### config.mk
export PLATFORM = sky130hd
export DESIGN_NAME = c1s2_issue_sched
export DESIGN_NICKNAME = d
export VERILOG_FILES = /design/src/rtl/c1s2_issue_sched.sv
export SDC_FILE = /design/constraint.sdc
export NUM_CORES = 1
export LEC_CHECK = 0
export CAP_MARGIN = 10
export CORE_UTILIZATION = 26
export CTS_CLUSTER_DIAMETER = 150
export CTS_CLUSTER_SIZE = 25
export DETAILED_ROUTE_END_ITERATION = 6
export SLEW_MARGIN = 20
export SYNTH_ARGS = -nofsm -noshare
export SYNTH_HDL_FRONTEND = slang
export SYNTH_SLANG_ARGS = --single-unit
### constraint.sdc
create_clock -name clk -period 6.2 [get_ports clk]
set_input_delay 1.24 -clock clk [delete_from_list [all_inputs] [get_ports clk]]
set_output_delay 1.24 -clock clk [all_outputs]
set_load 0.05 [all_outputs]
### src/rtl/c1s2_issue_sched.sv
// Issue scheduler for the C1S2 conv/pool datapath: walks pool windows, conv anchors and kernels.
// Optional stall counter built when C1S2_SCHED_STALL_CNT_EN is defined.
module c1s2_issue_sched #(
  parameter int unsigned IMG_W       = 32,
  parameter int unsigned CONV_W      = 28,
  parameter int unsigned CONV_H      = 28,
  parameter int unsigned KERNEL_NUM  = 6,
  parameter int unsigned ANCHOR_BASE = 0
) (
  input  logic        clk,
  input  logic        rst_n,
  input  logic        start,
  input  logic        abort,
  output logic        busy,
  output logic        done,
  output logic        iss_valid,
  input  logic        iss_ready,
  output logic [31:0] iss_anchor,
  output logic [7:0]  iss_kernel,
  output logic [1:0]  iss_sub,
  output logic        iss_pool_last,
  output logic [31:0] iss_wr_addr,
  output logic [31:0] stall_cnt
);

  localparam int unsigned PW    = CONV_W / 2;
  localparam int unsigned PH    = CONV_H / 2;
  localparam int unsigned PLANE = PW * PH;
  localparam int unsigned CW    = 16;
  localparam int unsigned KW    = 8;

  localparam logic [1:0] S_IDLE = 2'd0;
  localparam logic [1:0] S_RUN  = 2'd1;
  localparam logic [1:0] S_DONE = 2'd2;

  logic [1:0]    state_q, state_d;
  logic [CW-1:0] pr_q, pr_d, pc_q, pc_d;
  logic [1:0]    sub_q, sub_d;
  logic [KW-1:0] k_q, k_d;
  logic          valid_q, valid_d;
  logic          busy_q, busy_d;
  logic          done_q, done_d;
  logic [31:0]   anchor_q, anchor_d;
  logic [31:0]   wr_q, wr_d;
  logic [7:0]    kern_q, kern_d;
  logic [1:0]    isub_q, isub_d;
  logic          plast_q, plast_d;
  logic          hs_c, last_c;

  assign hs_c   = valid_q & iss_ready;
  assign last_c = (pr_q == CW'(PH - 1)) && (pc_q == CW'(PW - 1)) &&
                  (sub_q == 2'd3) && (k_q == KW'(KERNEL_NUM - 1));

  // Next state and loop-nest advance; abort wins over a same-cycle handshake
  always_comb begin
    state_d = state_q;
    pr_d    = pr_q;
    pc_d    = pc_q;
    sub_d   = sub_q;
    k_d     = k_q;
    valid_d = valid_q;
    busy_d  = busy_q;
    done_d  = 1'b0;
    case (state_q)
      S_IDLE: begin
        if (start) begin
          state_d = S_RUN;
          valid_d = 1'b1;
          busy_d  = 1'b1;
          pr_d    = '0;
          pc_d    = '0;
          sub_d   = '0;
          k_d     = '0;
        end
      end
      S_RUN: begin
        if (abort) begin
          state_d = S_IDLE;
          valid_d = 1'b0;
          busy_d  = 1'b0;
          pr_d    = '0;
          pc_d    = '0;
          sub_d   = '0;
          k_d     = '0;
        end else if (hs_c) begin
          if (last_c) begin
            state_d = S_DONE;
            valid_d = 1'b0;
            busy_d  = 1'b0;
            done_d  = 1'b1;
            pr_d    = '0;
            pc_d    = '0;
            sub_d   = '0;
            k_d     = '0;
          end else if (k_q != KW'(KERNEL_NUM - 1)) begin
            k_d = k_q + KW'(1);
          end else begin
            k_d = '0;
            if (sub_q != 2'd3) begin
              sub_d = sub_q + 2'd1;
            end else begin
              sub_d = '0;
              if (pc_q != CW'(PW - 1)) begin
                pc_d = pc_q + CW'(1);
              end else begin
                pc_d = '0;
                pr_d = pr_q + CW'(1);
              end
            end
          end
        end
      end
      S_DONE: begin
        state_d = S_IDLE;
      end
      default: begin
        state_d = S_IDLE;
        valid_d = 1'b0;
        busy_d  = 1'b0;
      end
    endcase
  end

  // Token fields follow the next loop position so they are registered alongside valid
  always_comb begin
    anchor_d = 32'(ANCHOR_BASE)
             + (32'(pr_d) * 32'd2 + 32'(sub_d[1])) * 32'(IMG_W)
             + 32'(pc_d) * 32'd2 + 32'(sub_d[0]);
    wr_d     = 32'(k_d) * 32'(PLANE) + 32'(pr_d) * 32'(PW) + 32'(pc_d);
    kern_d   = 8'(k_d);
    isub_d   = sub_d;
    plast_d  = (sub_d == 2'd3);
  end

  always_ff @(posedge clk or negedge rst_n) begin
    if (!rst_n) begin
      state_q  <= S_IDLE;
      pr_q     <= '0;
      pc_q     <= '0;
      sub_q    <= '0;
      k_q      <= '0;
      valid_q  <= 1'b0;
      busy_q   <= 1'b0;
      done_q   <= 1'b0;
      anchor_q <= '0;
      wr_q     <= '0;
      kern_q   <= '0;
      isub_q   <= '0;
      plast_q  <= 1'b0;
    end else begin
      state_q  <= state_d;
      pr_q     <= pr_d;
      pc_q     <= pc_d;
      sub_q    <= sub_d;
      k_q      <= k_d;
      valid_q  <= valid_d;
      busy_q   <= busy_d;
      done_q   <= done_d;
      anchor_q <= anchor_d;
      wr_q     <= wr_d;
      kern_q   <= kern_d;
      isub_q   <= isub_d;
      plast_q  <= plast_d;
    end
  end

  assign busy          = busy_q;
  assign done          = done_q;
  assign iss_valid     = valid_q;
  assign iss_anchor    = anchor_q;
  assign iss_kernel    = kern_q;
  assign iss_sub       = isub_q;
  assign iss_pool_last = plast_q;
  assign iss_wr_addr   = wr_q;

`ifdef C1S2_SCHED_STALL_CNT_EN
  logic [31:0] stall_q, stall_d;

  // Counts back-pressured cycles of the current/last run
  always_comb begin
    stall_d = stall_q;
    if (state_q == S_IDLE && start) begin
      stall_d = '0;
    end else if (state_q == S_RUN && valid_q && !iss_ready) begin
      stall_d = stall_q + 32'd1;
    end
  end

  always_ff @(posedge clk or negedge rst_n) begin
    if (!rst_n) begin
      stall_q <= '0;
    end else begin
      stall_q <= stall_d;
    end
  end

  assign stall_cnt = stall_q;
`else
  assign stall_cnt = '0;
`endif

endmodule

==> metrics.md <==
| Metric | Value |
|---|---|
| Synthesized cell area | 0.00738 mm² |
| Worst Path Required | 6.47 ns |
| WL final | 20,700 µm |
| Synth area leader | dfrtp_1 |
| Core Area | 0.0279 mm² |
| GR Layer Usage met2 | 0.248 |
| Vias in the first global route | 6,181 |
| Ports | 115 |
| Mapped Cells | 787 |
| CP max FO | 7 |
| Actual slew at the worst max-slew pin | 0.748 ns |
| Yosys reg bits | 85 |
| Global-route wire length before repair | 32,600 µm |
| Final worst slack | 0.0592 ns |
| Layout Cells excl Fill | 1,398 |
| Worst Reg-to-Reg Cells | 25 |
| Setup Viol. Count Final | 0 |
| DRC violations left | 0 |
| Drt via density | 4.52 |
| R2r setup slk | 0.12 ns |
| Ratio of cells with drive above 1 in the final layout | 0.313 |
| Worst Setup SP | start |
| GR Util met1 | 0.189 |
| Avg Cell Area, Syn | 9.38 µm² |
| Cts hold-fix bufs | 0 |
| Skew-Pair Late Insertion Delay | 0.35 ns |
| P_leak | 5.31 nW |
| CP Class | in -> reg |
| TritonCTS Sinks | 85 |
| Worst Hold End | busy$_DFFE_PN0P_ |
| Maximum VDD drop | 127 µV |
| Crit start category | input port |
| Sequential share of the synthesized area | 0.288 |
| YS warnings | 0 |
| Final core utilization | 0.378 |
| Top cells by count, synth | dfrtp_1 (85), ha_1 (85), inv_1 (63), buf_4 (60), o21ai_0 (52) |
| Placed Cells | 1,361 |
| Total CTS buffers | 9 |
| Via count | 6,320 |
| Worst r2r src | pr_q[1]$_DFF_PN0_ |
| Synth top area cells | dfrtp_1 (29%), ha_1 (14%), fa_1 (9.5%) |
| Reg2Reg Capture Point | iss_wr_addr[19]$_DFF_PN0_ |
| Gr ovfl total | 0 |
| Syn-to-layout area delta | 42.5% |
| Routed length per instance | 14.8 µm |
| Worst min-delay path class | reg -> reg |
| Min-delay src | state_q[0]$_DFFE_PN0P_ |
| Number of distinct library cells after synthesis | 64 |
| Max-slew violation count | 0 |
| CTS tree | done |
| Worst slack at placement | -0.928 ns |
| Hold path depth | 1 |
| Cell Rows | 61 |
| Number of synthesized flops with an enable pin | 0 |
| Ys async rst share | 1.00 |
| H-tree depth | 3 |
| Placed inst area | 0.00954 mm² |
| Port Buf Inserts | 62 |
| # nets final | 1,141 |
| WHS | 0.550 ns |
| Antenna cell count | 0 |
| Total Power | 1.32 mW |
| Main synth FF type | dfrtp_1 |
| Gr usage total | 0.146 |
| Initial cell density of the core | 0.265 |
| ANT nets after route | 0 |
| Setup crit end kind | flop |
| Fin crit period | 6.14 ns |
| Tcrit/Tclk final | 0.990 |
| Status | completed |
| RSZ-0062 raised after global routing | yes |
| Hpwl dp | 16,200 µm |
| Sum of negative setup slack | 0 ns |
| Clk slew on worst S/H paths | 0.06 ns |
| Slew margin rel. | 0.496 |
| F_max | 163 MHz |
| Largest net degree at the start of global routing | 60 |
| Finished Cell Area | 0.0105 mm² |
| Die width | 171 µm |
| GR peak layer | met2 |
| Initial DRC count | 353 |
| Top cell type's share of synthesized area | 0.288 |
| Antenna violations before repair | 1 |
| Endpoints failing hold | 0 |
| Maxcap violations | 0 |
| Crit path arrival time | 6.41 ns |
| RD Place Congestion | 0.937 |
| Clock skew | 0.00994 ns |
| Root Driver | clkbuf_16 |
| Drt pass-1 iters | 5 |
| PwrDens | 126 mW/mm² |
| CTS max path bufs | 2 |
| Die height | 171 µm |
| Die area | 0.0291 mm² |
| Met3 GRT Util | 0.0259 |
-- sequential cells by signal (all words and copies together) (netlist names), 2 cells and up --
register     flops
iss_wr_addr     21
iss_anchor      18
pr_q            16
pc_q            15
iss_kernel       8
iss_sub          2
state_q          2
-- critical path, stage by stage --
cell             delay (ns)
clkdlybuf4s50_1        0.45
nor2_2                 0.16
or2_4                  0.17
buf_6                  0.16
o21ai_2                0.08
buf_4                  0.15
o31ai_4                0.07
inv_2                  0.10
fa_2                   0.54
inv_1                  0.04
ha_1                   0.28
a211o_1                0.31
a21oi_4                0.21
a211oi_2               0.10
or3_1                  0.40
a21oi_2                0.22
xnor2_2                0.15
fa_1                   0.47
ha_4                   0.18
or3_4                  0.37
o31ai_4                0.27
nand3b_1               0.15
xor2_1                 0.15
-- metal layers --
| layer | share of wire | vias up |
|---|---|---|
| li1 | - | 3079 |
| met1 | 0.44 | 3064 |
| met2 | 0.50 | 156 |
| met3 | 0.043 | 21 |
| met4 | 0.015 | 0 |
| met5 | 0 | - |
-- where the power goes --
| group | internal [mW] | total [mW] | switching, mW |
|---|---|---|---|
| Clock | 0.308 | 0.541 | 0.233 |
| Sequential | 0.560 | 0.563 | 0.00347 |
| Combinational | 0.0564 | 0.220 | 0.164 |
| Total | 0.925 | 1.32 | 0.400 |
-- what timing repair did --
action,in CTS,in global routing
buffers inserted,12,10
setup endpoints to repair,12,10
resized for setup,46,79
pin swaps,41,54
-- worst max path at each step --
stage	depth (start not counted)	end
finish	23	iss_wr_addr[19]$_DFF_PN0_
global route	28	iss_wr_addr[16]$_DFF_PN0_
CTS	25	iss_wr_addr[20]$_DFF_PN0_
detailed placement	27	iss_wr_addr[20]$_DFF_PN0_
global placement	24	iss_wr_addr[19]$_DFF_PN0_
floorplan	25	iss_wr_addr[19]$_DFF_PN0_
-- cell type report --
| type | count | area, µm² |
|---|---|---|
| inverters | 64 | 243 |
| clock inverters | 5 | 52.6 |
| multi-input cells | 619 | 5430 |
| well taps | 378 | 473 |
| flip-flops and latches | 85 | 2130 |
| fillers | 2745 | 17300 |
| clock buffers | 10 | 229 |
| repair buffers | 237 | 1970 |
-- logic make-up after synthesis --
family,synth area share
simple gates,0.156
buf+inv,0.0991
xor+xnor,0.0617
flops,0.288
compound gates,0.151
other cells,0.000508
fa+ha+maj,0.239
mux,0.00424
-- placed cells by master (no fill, tap or decap), types with 12 or more instances in the layout --
cell type	instances
a21oi_1	30
a21oi_2	12
buf_4	167
clkdlybuf4s50_1	59
conb_1	52
dfrtp_1	85
fa_1	32
ha_1	69
inv_1	56
nand2_1	45
nand3_1	28
nor2_1	39
o21ai_0	38
xnor2_1	30
xor2_1	14
Power figures use the tool's default switching activity.
